===== config.mk =====
export PLATFORM = sky130hd
export DESIGN_NAME = decode_mod
export DESIGN_NICKNAME = d
export VERILOG_FILES = /design/src/rtl/decode_mod.sv
export SDC_FILE = /design/constraint.sdc
export NUM_CORES = 2
export LEC_CHECK = 0
export CAP_MARGIN = 20
export CORE_MARGIN = 8
export CORE_UTILIZATION = 40
export DETAILED_ROUTE_END_ITERATION = 10
export PLACE_DENSITY = 0.55
export SKIP_CTS_REPAIR_TIMING = 1
export SLEW_MARGIN = 10
export SYNTH_ARGS = -nofsm -noshare
export SYNTH_HDL_FRONTEND = slang
export SYNTH_SLANG_ARGS = --single-unit

===== constraint.sdc =====
create_clock -name clk -period 3.51 [get_ports clk]
set_input_delay 0.5265 -clock clk [delete_from_list [all_inputs] [get_ports clk]]
set_output_delay 0.5265 -clock clk [all_outputs]
set_load 0.01 [all_outputs]

===== src/rtl/decode_mod.sv =====
// decode_mod: RV32I decode stage with register file and D/E register.
// Optional DECODE_WB_BYPASS_EN: same-cycle write-through of W results.
module decode_mod #(
    parameter int REG_COUNT = 32,
    parameter int XLEN      = 32
) (
    input  logic            clk,
    input  logic            rst,
    input  logic            FlushE,
    input  logic [31:0]     instrD,
    input  logic [31:0]     PCD,
    input  logic [31:0]     PCplus4D,
    input  logic            RegWriteW,
    input  logic [4:0]      RdW,
    input  logic [XLEN-1:0] ResultW,
    output logic            RegWriteE,
    output logic [1:0]      ResultSrcE,
    output logic            MemWriteE,
    output logic            JumpE,
    output logic            BranchE,
    output logic            ALUSrcE,
    output logic [2:0]      ALUControlE,
    output logic [XLEN-1:0] RD1E,
    output logic [XLEN-1:0] RD2E,
    output logic [31:0]     ImmExtE,
    output logic [4:0]      RdE,
    output logic [4:0]      Rs1E,
    output logic [4:0]      Rs2E,
    output logic [31:0]     PCE,
    output logic [31:0]     PCplus4E,
    output logic            IllegalE
);

    localparam logic [6:0] OP_LW  = 7'b0000011;
    localparam logic [6:0] OP_SW  = 7'b0100011;
    localparam logic [6:0] OP_R   = 7'b0110011;
    localparam logic [6:0] OP_I   = 7'b0010011;
    localparam logic [6:0] OP_BEQ = 7'b1100011;
    localparam logic [6:0] OP_JAL = 7'b1101111;

    logic [XLEN-1:0] rf [REG_COUNT];

    logic [6:0] opcode;
    logic [2:0] funct3;
    logic [4:0] rs1, rs2, rd;

    logic       reg_write, mem_write, jump, branch, alu_src, illegal;
    logic [1:0] result_src;
    logic [2:0] alu_ctrl;
    logic [2:0] alu_op;
    logic       alu_bad;
    logic [31:0] imm;
    logic [XLEN-1:0] rd1, rd2;

    assign opcode = instrD[6:0];
    assign funct3 = instrD[14:12];
    assign rs1    = instrD[19:15];
    assign rs2    = instrD[24:20];
    assign rd     = instrD[11:7];

    // ALU operation from funct3; sub only for R-type with funct7[5]
    always_comb begin
        alu_op  = 3'b000;
        alu_bad = 1'b0;
        unique case (1'b1)
            (funct3 == 3'b000):
                alu_op = (opcode == OP_R && instrD[30]) ? 3'b001 : 3'b000;
            (funct3 == 3'b010): alu_op = 3'b101;
            (funct3 == 3'b110): alu_op = 3'b011;
            (funct3 == 3'b111): alu_op = 3'b010;
            default:            alu_bad = 1'b1;
        endcase
    end

    // Main decoder: control signals and immediate per opcode
    always_comb begin
        reg_write  = 1'b0;
        mem_write  = 1'b0;
        jump       = 1'b0;
        branch     = 1'b0;
        alu_src    = 1'b0;
        result_src = 2'b00;
        alu_ctrl   = 3'b000;
        illegal    = 1'b0;
        imm        = 32'd0;
        unique case (opcode)
            OP_LW: begin
                reg_write  = 1'b1;
                result_src = 2'b01;
                alu_src    = 1'b1;
                imm = {{20{instrD[31]}}, instrD[31:20]};
            end
            OP_SW: begin
                mem_write = 1'b1;
                alu_src   = 1'b1;
                imm = {{20{instrD[31]}}, instrD[31:25], instrD[11:7]};
            end
            OP_R: begin
                reg_write = 1'b1;
                alu_ctrl  = alu_op;
                illegal   = alu_bad;
            end
            OP_I: begin
                reg_write = 1'b1;
                alu_src   = 1'b1;
                alu_ctrl  = alu_op;
                illegal   = alu_bad;
                imm = {{20{instrD[31]}}, instrD[31:20]};
            end
            OP_BEQ: begin
                branch   = 1'b1;
                alu_ctrl = 3'b001;
                imm = {{20{instrD[31]}}, instrD[7], instrD[30:25],
                       instrD[11:8], 1'b0};
            end
            OP_JAL: begin
                reg_write  = 1'b1;
                result_src = 2'b10;
                jump       = 1'b1;
                imm = {{12{instrD[31]}}, instrD[19:12], instrD[20],
                       instrD[30:21], 1'b0};
            end
            default: illegal = 1'b1;
        endcase
        if (illegal) begin
            reg_write  = 1'b0;
            mem_write  = 1'b0;
            jump       = 1'b0;
            branch     = 1'b0;
            alu_src    = 1'b0;
            result_src = 2'b00;
            alu_ctrl   = 3'b000;
        end
    end

    // Register reads; x0 is hardwired to zero
    always_comb begin
        rd1 = (rs1 == 5'd0) ? '0 : rf[rs1];
        rd2 = (rs2 == 5'd0) ? '0 : rf[rs2];
`ifdef DECODE_WB_BYPASS_EN
        if (RegWriteW && RdW != 5'd0 && RdW == rs1) rd1 = ResultW;
        if (RegWriteW && RdW != 5'd0 && RdW == rs2) rd2 = ResultW;
`endif
    end

    // Register file write-back; reset zeroes every entry
    always_ff @(posedge clk) begin
        if (rst) begin
            for (int i = 0; i < REG_COUNT; i++) rf[i] <= '0;
        end else if (RegWriteW && RdW != 5'd0) begin
            rf[RdW] <= ResultW;
        end
    end

    // D/E pipeline register; reset and flush both insert a bubble
    always_ff @(posedge clk) begin
        if (rst || FlushE) begin
            RegWriteE   <= 1'b0;
            ResultSrcE  <= 2'b00;
            MemWriteE   <= 1'b0;
            JumpE       <= 1'b0;
            BranchE     <= 1'b0;
            ALUSrcE     <= 1'b0;
            ALUControlE <= 3'b000;
            RD1E        <= '0;
            RD2E        <= '0;
            ImmExtE     <= 32'd0;
            RdE         <= 5'd0;
            Rs1E        <= 5'd0;
            Rs2E        <= 5'd0;
            PCE         <= 32'd0;
            PCplus4E    <= 32'd0;
            IllegalE    <= 1'b0;
        end else begin
            RegWriteE   <= reg_write;
            ResultSrcE  <= result_src;
            MemWriteE   <= mem_write;
            JumpE       <= jump;
            BranchE     <= branch;
            ALUSrcE     <= alu_src;
            ALUControlE <= alu_ctrl;
            RD1E        <= rd1;
            RD2E        <= rd2;
            ImmExtE     <= imm;
            RdE         <= rd;
            Rs1E        <= rs1;
            Rs2E        <= rs2;
            PCE         <= PCD;
            PCplus4E    <= PCplus4D;
            IllegalE    <= illegal;
        end
    end

endmodule


==> run summary <==
FF+latch count, synth -> 1199
Synth-to-layout area growth -> 18.9%
Met3 Use GR -> 5.11%
RSZ-0062 raised after global routing -> no
GRT overflow -> 0
Clk slew on worst S/H paths -> 0.06 ns
Total core area -> 147000 sq um
Worst-margin pin slew -> 1.18 ns
Slew Limit Fails -> 0
Ys async rst share -> 0%
Gpl congestion -> 0.833
Wirelength per Cell -> 34.1 microns
Post-synthesis sequential area ratio -> 57.9%
Top cells by area, synth -> edfxtp_1, mux4_2, and2_1, dfxtp_1, mux2i_1
Initial Utilization -> 40.1%
Die area -> 160000 sq um
Overall die height -> 400 microns
Top_reg_cell synth -> edfxtp_1
Crit start category -> register
Final Skew -> 0.0335 ns
Most common cell in the synthesized netlist -> and2_1
Max_cap viols -> 0
CTS tree -> done
Power per cell area -> 495 nW/um^2
R2r setup slk -> 1.36 ns
CP top delay family -> buffers and inverters
HP Class -> in -> reg
Data arrival, critical path -> 2.07 ns
DIE WIDTH -> 400 microns
Pre-CTS setup slack -> 0.407 ns
Deepest clock path buffer count -> 3
Syn avg cell area -> 14.8 sq um
Input/output buffers -> 322
GR Layer Usage met1 -> 35.1%
Area share of the largest cell type after synthesis -> 52.0%
Fin util -> 47.7%
Met2 Use GR -> 43.0%
Nets -> 4509
Finished Layout Cells -> 6424
WP buf/inv -> 1
Total CTS buffers -> 139
FMAX -> 386 MHz
DRC violations left -> 0
Dpl cell area -> 65800 sq um
Mean number of vias per cell -> 5.94
Root Buffer Master -> clkbuf_16
Slew headroom -> 20.8%
Worst-path maximum fanout -> 1
Fraction of layout cells with a size suffix above 1 -> 22.7%
Outcome -> finished clean
Vias in the first global route -> 38400
Slowest stage cell on the critical path -> clkdlybuf4s50_1
Yosys warns -> 0
Crit path time final -> 2.59 ns
Drt total wl -> 219000 microns
Critical setup path kind -> reg -> out
Num ports -> 323
Largest net degree at the start of global routing -> 57
Yosys cell types -> 51
Gr usage total -> 26.5%
Iter 0 DRT Violations -> 4393
Gate Count Post-Synth -> 3992
First-pass GRT wire length -> 304000 microns
Post-DRT Antenna Nets -> 0
Vias -> 38200
Total clock sinks -> 1199
Final HPWL DP -> 144000 microns
Initial antenna violation count -> 21
Final worst-path cycle share -> 73.9%
Static leakage -> 24.8 nW
Fill count -> 12700
H-tree levels -> 4
WP data required -> 2.98 ns
Setup TNS -> 0 ns
Drt first pass iters -> 6
FP Rows -> 141
Skew-Pair Late Insertion Delay -> 0.78 ns
Biggest cell delay along the critical path -> 0.68 ns
Crit end category -> output port
Total power -> 34.8 mW
PnR worst setup slack -> 0.917 ns
Max rail drop VDD -> 0.460 mV
Crit path cell chain -> clkdlybuf4s50_1
Top cell type by total area after synthesis -> edfxtp_1
Mapped cell area -> 59100 sq um
Final setup fails -> 0
DP Cell Count -> 6152
Final Instance Area -> 70300 sq um
Final Hold Vio Count -> 0
Hold slack final -> 0.301 ns
EDFF count, synth -> 1024
Top cells by instance count after synthesis -> and2_1, edfxtp_1, mux4_2
Layer with the highest usage -> met2
report_power, final:
part / switching [mW] / internal (mW) / total (mW)
clock network: 6.04 / 8.20 / 14.2
registers: 0.393 / 16.2 / 16.6
logic: 2.23 / 1.75 / 3.98
total: 8.66 / 26.2 / 34.8
worst paths after layout:
path	from	endpoint	cells past startpoint
hold reg to reg	rf[26][24]	RD2E[24]	4
setup reg to reg	rf[17][16]	RD2E[16]	4
hold / removal	instrD[27]	ImmExtE[7]	3
setup / recovery	RD1E[6]	RD1E[6]	1
flip-flops by register name, summed over array words and instances, names as in the netlist, 21 cells and up:
signal and count:
ImmExtE 21, PCE 32, PCplus4E 32, rf 1024, RD1E 32, RD2E 32
per-layer routing:
layer | vias up | share of wire [%]
met3 | 363 | 8.2
met1 | 19900 | 40
li1 | 15900 | -
met5 | - | 0.0055
met4 | 2 | 4.6
met2 | 1997 | 47
worst register-to-register path: stages, from the launching register on:
cell,delay (ns)
edfxtp_1,0.42
mux4_2,0.49
mux4_2,0.51
nor2b_1,0.40
nor4_1,0.17
kinds of logic after synthesis:
| group | after synthesis | synth area share [%] |
|---|---|---|
| compound gates | 386 | 4.74 |
| buf+inv | 422 | 3.67 |
| flops | 1199 | 57.9 |
| mux | 643 | 19.9 |
| other cells | 1 | 0.00634 |
| simple gates | 1341 | 13.8 |
layout by cell type (no fill, tap or decap), types with 18 or more instances in the layout:
cell type | synthesis | layout
nor2b_1 | 51 | 47
nor2_1 | 64 | 28
dfxtp_1 | 175 | 175
mux4_2 | 425 | 425
clkbuf_1 | 273 | 30
clkdlybuf4s50_1 | 0 | 311
nand2_1 | 37 | 37
nor2_4 | 0 | 25
clkinv_1 | 0 | 21
a31oi_1 | 53 | 53
a22oi_1 | 114 | 114
nand3_1 | 24 | 24
or2_2 | 35 | 35
a221oi_1 | 24 | 24
edfxtp_1 | 1024 | 1024
a22o_1 | 79 | 79
a21oi_1 | 42 | 42
o22ai_1 | 19 | 19
clkinv_2 | 0 | 34
nor4_1 | 18 | 18
clkbuf_16 | 0 | 143
mux2i_1 | 216 | 216
buf_4 | 27 | 241
conb_1 | 1 | 32
and2_1 | 1076 | 1076
a211oi_1 | 18 | 18
buf_12 | 7 | 46
layout make-up:
class | count | area (sq um) | area share (%)
clock inverter | 72 | 564 | 0.802
timing repair buffer | 617 | 6100 | 8.68
antenna | 8 | 20.0 | 0.0285
inverter | 13 | 48.8 | 0.0694
tap | 1930 | 2410 | 3.43
clock buffer | 183 | 3830 | 5.44
sequential | 1199 | 34300 | 48.7
multi-input combinational | 2402 | 23100 | 32.8
No activity file was read; power rests on OpenSTA's default activity.
